### config.mk
export PLATFORM = sky130hd
export DESIGN_NAME = iter_shifter
export DESIGN_NICKNAME = d
export VERILOG_FILES = /design/src/rtl/iter_shifter_pkg.sv /design/src/rtl/iter_shifter_shifter_8b.sv /design/src/rtl/iter_shifter.sv
export SDC_FILE = /design/constraint.sdc
export NUM_CORES = 1
export LEC_CHECK = 0
export CAP_MARGIN = 20
export CORE_MARGIN = 8
export CORE_UTILIZATION = 55
export DETAILED_ROUTE_END_ITERATION = 16
export PLACE_DENSITY_LB_ADDON = 0.05
export RECOVER_POWER = 100
export SKIP_CTS_REPAIR_TIMING = 1
export SLEW_MARGIN = 20
export SYNTH_ARGS = -nofsm -noshare
export SYNTH_HDL_FRONTEND = slang
export SYNTH_HIERARCHICAL = 1
export SYNTH_SLANG_ARGS = --single-unit
### constraint.sdc
create_clock -name clk -period 3.3 [get_ports clk]
set_input_delay 0.99 -clock clk [delete_from_list [all_inputs] [get_ports clk]]
set_output_delay 0.99 -clock clk [all_outputs]
set_load 0.005 [all_outputs]
### src/rtl/iter_shifter_pkg.sv
// Shared types and constants for the iterative shifter.
package iter_shifter_pkg;

  typedef enum logic [1:0] {
    IDLE = 2'd0,
    CALC = 2'd1,
    DONE = 2'd2
  } state_t;

  // Largest distance the per-cycle shifter moves data in one CALC cycle.
  localparam logic [3:0] STEP_MAX = 4'd7;

  // Distance to shift this cycle: whatever is left, capped at STEP_MAX.
  function automatic logic [2:0] step_of(input logic [3:0] remaining);
    return (remaining > STEP_MAX) ? STEP_MAX[2:0] : remaining[2:0];
  endfunction

endpackage

### src/rtl/iter_shifter_shifter_8b.sv
// Combinational 8-bit logical shifter, 0..7 positions, left (op=0) or right (op=1).
// A right shift is done as bit-reverse, left shift, bit-reverse so one
// left shifter serves both directions.
module shifter_8b (
  input  logic [7:0] data,
  input  logic [2:0] amt,
  input  logic       op,
  output logic [7:0] result
);

  logic [7:0] data_rev;
  logic [7:0] shl_in;
  logic [7:0] shl_out;
  logic [7:0] shl_rev;

  generate
    for (genvar gi = 0; gi < 8; gi++) begin : g_rev
      assign data_rev[gi] = data[7-gi];
      assign shl_rev[gi]  = shl_out[7-gi];
    end
  endgenerate

  assign shl_in  = op ? data_rev : data;
  assign shl_out = shl_in << amt;
  assign result  = op ? shl_rev : shl_out;

endmodule

### src/rtl/iter_shifter.sv
// Iterative shifter: accepts an 8-bit operand and a 0..15 shift amount, then
// shifts by at most STEP_MAX per cycle until the full amount is applied.
module iter_shifter
  import iter_shifter_pkg::*;
(
  input  logic       clk,
  input  logic       reset,
  input  logic       req_val,
  output logic       req_rdy,
  input  logic [7:0] req_data,
  input  logic [3:0] req_amt,
  input  logic       req_op,
  output logic       resp_val,
  input  logic       resp_rdy,
  output logic [7:0] resp_data
);

  state_t     state_reg, state_next;
  logic [7:0] data_reg, data_next;
  logic [3:0] rem_reg, rem_next;
  logic       op_reg, op_next;

  logic [2:0] step;
  logic [7:0] shifted;

  assign step = step_of(rem_reg);

  shifter_8b u_shifter (
    .data   (data_reg),
    .amt    (step),
    .op     (op_reg),
    .result (shifted)
  );

  // State and datapath registers; reset wins over everything else.
  always_ff @(posedge clk) begin
    if (reset) begin
      state_reg <= IDLE;
      data_reg  <= 8'h00;
      rem_reg   <= 4'd0;
      op_reg    <= 1'b0;
    end else begin
      state_reg <= state_next;
      data_reg  <= data_next;
      rem_reg   <= rem_next;
      op_reg    <= op_next;
    end
  end

  // Next-state and datapath update: latch in IDLE, step in CALC, hold in DONE.
  always_comb begin
    state_next = state_reg;
    data_next  = data_reg;
    rem_next   = rem_reg;
    op_next    = op_reg;
    unique case (state_reg)
      IDLE: begin
        if (req_val) begin
          data_next  = req_data;
          rem_next   = req_amt;
          op_next    = req_op;
          state_next = (req_amt == 4'd0) ? DONE : CALC;
        end
      end
      CALC: begin
        data_next = shifted;
        rem_next  = rem_reg - {1'b0, step};
        if (rem_next == 4'd0) begin
          state_next = DONE;
        end
      end
      DONE: begin
        if (resp_rdy) begin
          state_next = IDLE;
        end
      end
      default: begin
        state_next = IDLE;
      end
    endcase
  end

  // Outputs come only from state and registered data.
  assign req_rdy   = (state_reg == IDLE);
  assign resp_val  = (state_reg == DONE);
  assign resp_data = data_reg;

endmodule

; After elaboration in Yosys (flattened, before gate mapping)
; Cells that the tools add are included.
[totals]
ff_bits = 15
out_inout_bits = 10
wordCells = 31
[op_classes]
add_sub_neg = 1
magnitude_cmp = 1
n_eq_ne = 5
shift = 1
n_mux = 12
reduce_logical = 7
[ops]
columns = cell, n
row1 = 8-bit two-way mux, 3
row2 = 8-bit one-hot mux with 2 select lines, 1
row3 = 4-bit zero test, 2
row4 = 2-bit two-way mux, 4
row5 = 4-bit one-hot mux with 2 select lines, 1
row6 = 8-bit by 3-bit << shifter with 8-bit output, 1
row7 = 2-bit one-hot mux with 3 select lines, 1
row8 = "4-bit by 3-bit greater-than comparator with 1-bit output, second input constant", 1
row9 = 4-bit two-way mux, 1
row10 = "2-bit != test, second input constant", 2
row11 = 2-bit AND reduction, 2
row12 = 4-bit by 3-bit subtractor with 4-bit output, 1
row13 = 3-bit two-way mux, 1
row14 = 3-bit AND reduction, 1
row15 = "2-bit by 1-bit == test with 1-bit output, second input constant", 1
row16 = "2-bit == test, second input constant", 1
row17 = 2-bit zero test, 1
row18 = "2-bit by 1-bit != test with 1-bit output, second input constant", 1
row19 = 2-bit nonzero test, 1

; Logic depth before layout (Yosys ltp)
[logic_depth]
word_depth = 6
depth_mapped = 9

; Cells and area by module
; Netlist, hierarchy kept.
[by_module_without_submodules]
columns = module, instances, cells_per_inst, area_per_inst_um2, seq_area_each_um2
row1 = iter_shifter, 1, 89, 822.0, 300.3
row2 = shifter_8b, 1, 76, 523.0, 0.0

; Worst setup path after synthesis
; Ideal clock, no wire load.
[synth_timing]
path_kind = reg2reg
start = register rem_reg[3]
end = register data_reg[0] (netlist: resp_data[0])
setup_time_ns = 0.132
t_arrival_ns = 1.934
required_time_ns = 3.168
path_slack_ns = 1.234
stages_incl_launch_ff = 8
cell_sequence = dfxtp_1 > or2_2 > buf_6 > mux4_2 > a2111oi_2 > a31oi_1 > mux2i_1 > a211oi_1
[synth_via]
elab_chain_len = 5
[synth_lines]
columns = item, line
row1 = "start, declared", iter_shifter.sv:20  ; logic [3:0] rem_reg, rem_next;
row2 = "start signal, assigned", iter_shifter.sv:45  ; rem_reg <= rem_next;
row3 = 4-bit by 3-bit greater-than comparator with 1-bit output, iter_shifter_pkg.sv:15  ; return (remaining > STEP_MAX) ? STEP_MAX[2:0] : remaining[2:0];
row4 = 3-bit two-way mux, iter_shifter_pkg.sv:15
row5 = via step[0], iter_shifter.sv:23  ; logic [2:0] step;
row6 = 8-bit by 3-bit << shifter with 8-bit output, iter_shifter_shifter_8b.sv:24  ; assign shl_out = shl_in << amt;
row7 = 8-bit two-way mux, iter_shifter_shifter_8b.sv:25  ; assign result = op ? shl_rev : shl_out;
row8 = via shifted[0], iter_shifter.sv:24  ; logic [7:0] shifted;
row9 = 8-bit one-hot mux with 2 select lines, iter_shifter.sv:56  ; unique case (state_reg)
row10 = "end signal, assigned", iter_shifter.sv:44  ; data_reg <= data_next;
row11 = "end, declared", iter_shifter.sv:19  ; logic [7:0] data_reg, data_next;
; The timed path passes the listed nets, and every way through them passes these cells.
; A chain may end at the register's enable or synchronous reset.

; Worst setup path in the final report
; Same ends and word-level chain as after synthesis.

==> flow_results.xml <==
<?xml version="1.0" encoding="UTF-8"?>
<metrics>
  <group name="setup_path">
    <metric name="r2r_cells" unit="">6</metric>
    <metric name="crit_cells" unit="">6</metric>
    <metric name="endpoint_kind" unit="">flop</metric>
    <metric name="crit_path_start_kind" unit="">flop</metric>
    <metric name="critPathKind" unit="">flop to flop</metric>
    <metric name="critPathMaxFanout" unit="">19</metric>
    <metric name="worst-r2r-setup-slack" unit="ps">550</metric>
    <metric name="critical-path-top-delay-family" unit="">multiplexers</metric>
    <metric name="worstPathBufferInverterCount" unit="">0</metric>
    <metric name="crit_required" unit="ps">3440</metric>
    <metric name="cp_slowest_cell" unit="">or2_1</metric>
    <metric name="worst_path_largest_cell_delay" unit="ps">660</metric>
    <metric name="worst-endpoint-arrival" unit="ps">2890</metric>
    <metric name="crit_chain" unit="">or2_1, mux4_2, a2111oi_2, a31oi_1, mux2i_1, a211oi_1</metric>
  </group>
  <group name="outcome">
    <metric name="result_of_the_run" unit="">finished clean</metric>
  </group>
  <group name="die">
    <metric name="placement_rows" unit="">18</metric>
    <metric name="top_level_ports" unit="">27</metric>
    <metric name="core_area" unit="mm²">0.002387</metric>
    <metric name="start_util" unit="%">56.34</metric>
    <metric name="die_width" unit="µm">65.45</metric>
    <metric name="die-area" unit="mm²">0.004284</metric>
    <metric name="die_y" unit="µm">65.45</metric>
  </group>
  <group name="timing">
    <metric name="timing.fmax" unit="MHz">363.7</metric>
    <metric name="final.min_clock_period" unit="ps">2749</metric>
    <metric name="final_max_slew_viol_count" unit="">0</metric>
    <metric name="grt_setup_unrepaired" unit="">false</metric>
    <metric name="hold_viol_final" unit="">0</metric>
    <metric name="final.period_utilization" unit="%">83.31</metric>
    <metric name="final.setup_skew" unit="ps">5.201</metric>
    <metric name="setup_viol" unit="">0</metric>
    <metric name="worst_slew_margin_relative_to_its_limit" unit="%">45.11</metric>
    <metric name="tightest_slew" unit="ps">823.4</metric>
    <metric name="final.setup.tns" unit="ps">0</metric>
  </group>
  <group name="clock_tree">
    <metric name="clock_tree_from_tritoncts" unit="">yes</metric>
    <metric name="clk_pin_slew" unit="ps">100</metric>
    <metric name="insertion_delay" unit="ps">290</metric>
    <metric name="cts-root-to-sink-buffers" unit="">2</metric>
    <metric name="number_of_cts_inserted_buffers" unit="">3</metric>
    <metric name="clock-sinks" unit="">15</metric>
    <metric name="maximum_level_of_the_cts_h_tree" unit="">1</metric>
    <metric name="clock-root-buffer" unit="">clkbuf_4</metric>
  </group>
  <group name="drt">
    <metric name="route.antenna.remaining_nets" unit="">0</metric>
    <metric name="drt-initial-drc-count" unit="">77</metric>
    <metric name="wire_per_inst" unit="µm">16.37</metric>
    <metric name="number_of_search_and_repair_iterations_in_the_first_detailed_routing_pass" unit="">4</metric>
    <metric name="drc_errors" unit="">0</metric>
    <metric name="drt-vias-per-instance" unit="">6.117</metric>
    <metric name="routed_wl" unit="µm">3503</metric>
    <metric name="via_count" unit="">1309</metric>
  </group>
  <group name="cells_and_area">
    <metric name="final_common_cell" unit="">mux2i_1</metric>
    <metric name="area_delta_synth_final" unit="%">17.21</metric>
    <metric name="insertedDiodeCount" unit="">0</metric>
    <metric name="final_cell_mix" unit="">mux2i_1 (22), nor2_1 (21), dfxtp_1 (15)</metric>
    <metric name="largest_reg_flops" unit="">8</metric>
    <metric name="final_core_utilization" unit="%">66.04</metric>
    <metric name="drive_gt1_share" unit="%">7.609</metric>
    <metric name="final_net_count" unit="">203</metric>
  </group>
  <group name="logic_synthesis">
    <metric name="synth_cells" unit="">165</metric>
    <metric name="synth.net_count" unit="">183</metric>
    <metric name="yosys_register_bits" unit="">15</metric>
    <metric name="synth_async_sr_flop_share" unit="%">0</metric>
    <metric name="synth_warnings" unit="">6</metric>
    <metric name="yosys_most_used_dff" unit="">dfxtp_1</metric>
    <metric name="postSynthAreaPerCell" unit="µm²">8.152</metric>
    <metric name="syn-cell-area" unit="mm²">0.001345</metric>
    <metric name="number_of_distinct_library_cell_variants_in_the_gate_level_netlist_after_synthesis" unit="">43</metric>
    <metric name="synth-edff-count" unit="">0</metric>
    <metric name="synth_seq_area_share" unit="%">22.33</metric>
  </group>
  <group name="global_route">
    <metric name="first_global_vias" unit="">1187</metric>
    <metric name="grt.overflow.total" unit="">0</metric>
    <metric name="first_pass_grt_wire_length" unit="µm">5789</metric>
    <metric name="grt_antenna_before_repair" unit="">0</metric>
    <metric name="maximum_number_of_pins_on_one_net_before_global_route_repair" unit="">24</metric>
    <metric name="globalRouteTotalUtil" unit="%">16.68</metric>
  </group>
  <group name="power_and_ir_drop">
    <metric name="pwr_density_cell" unit="mW/mm²">470.1</metric>
    <metric name="peak_supply_drop" unit="V">0.0003682</metric>
    <metric name="p_total" unit="µW">741.2</metric>
    <metric name="power.leakage" unit="nW">0.6073</metric>
  </group>
  <group name="placed_design">
    <metric name="post-dp-hpwl" unit="µm">2562</metric>
    <metric name="placement.io_buffers" unit="">26</metric>
    <metric name="finalWeightedCongestion" unit="">0.9333</metric>
  </group>
  <group name="worst_hold_path">
    <metric name="whs_path_depth" unit="">2</metric>
    <metric name="hold_path.class" unit="">flop to flop</metric>
  </group>
  <group name="run">
    <metric name="drv.max_cap_violation_count" unit="">0</metric>
  </group>
</metrics>
-- cell families after synthesis --
logic type	share of synthesized area, %
adder cells (fa/ha/maj)	0.9301
buffers and inverters	9.116
AND/OR/NAND/NOR	22.79
flip-flops	22.33
XOR/XNOR	1.303
AO/OA/AOI/OAI	22.14
multiplexers	21.39
-- routing by layer --
metal / wire (µm) / vias up / track usage, %
met3: 281 / 6 / 3.912
met1: 1542 / 585 / 21.86
li1: - / 654 / -
met4: 34 / 0 / 6.267
met5: 0 / - / 0
met2: 1645 / 64 / 25.83
-- cells in the mapped netlist (2+ instances only) --
library cell | number | share of area (%)
mux2_2 | 4 | 3.3
nand2b_1 | 5 | 2.3
or2_2 | 3 | 1.4
inv_1 | 7 | 2.0
buf_2 | 3 | 1.1
clkbuf_1 | 4 | 1.1
nor3_1 | 4 | 1.5
a211oi_1 | 12 | 6.7
nor2_1 | 21 | 5.9
xnor2_1 | 2 | 1.3
o211ai_1 | 4 | 2.2
nor2b_1 | 2 | 0.93
nand2_1 | 9 | 2.5
a22oi_1 | 2 | 1.1
dfxtp_1 | 15 | 22
o21ai_0 | 3 | 1.1
and2_1 | 2 | 0.93
buf_6 | 3 | 2.5
nand3_1 | 7 | 2.6
a21oi_1 | 7 | 2.6
mux2i_1 | 22 | 16
nand4_1 | 2 | 0.93
a31oi_1 | 2 | 0.93
-- worst reg2reg max path, cell delays in order (launching register included) --
cell and delay (ps):
dfxtp_1 450, or2_1 660, mux4_2 640, a2111oi_2 430, a31oi_1 150, mux2i_1 180
a211oi_1 90
-- power by group --
group	internal, mW	switching [mW]	total [mW]	leakage, nW
sequential	0.208	0.0438	0.251	0.124
clock	0.0470	0.0626	0.110	0.0150
combinational	0.178	0.203	0.380	0.468
total	0.432	0.309	0.741	0.607
-- through the flow --
step                instances  hold slack (ps)  cell area, µm²  worst slack [ps]
global route              214            592.3            1577             401.6
detailed placement        210            537.9            1554             757.7
global placement          210            525.1            1554             850.1
finish                    214            552.2            1577             550.8
CTS                       214            550.8            1580             811.9
floorplan                 165            435.1            1345              1234
-- path summary, 6_finish.rpt --
path,start,end
worst min register to register,resp_data[4],resp_data[4]
worst min-delay path,resp_data[4],resp_data[4]
worst max-delay path,rem_reg[3],resp_data[0]
worst max register to register,rem_reg[3],resp_data[0]
-- layout make-up --
class | instances | area (µm²)
inverter | 7 | 26.28
tap | 30 | 37.54
sequential | 15 | 300.3
timing repair buffer | 27 | 267.8
clock buffer | 4 | 26.28
multi-input combinational | 131 | 918.4
fill | 219 | 810.8
Note: power is estimated with default switching activity, not from simulation.
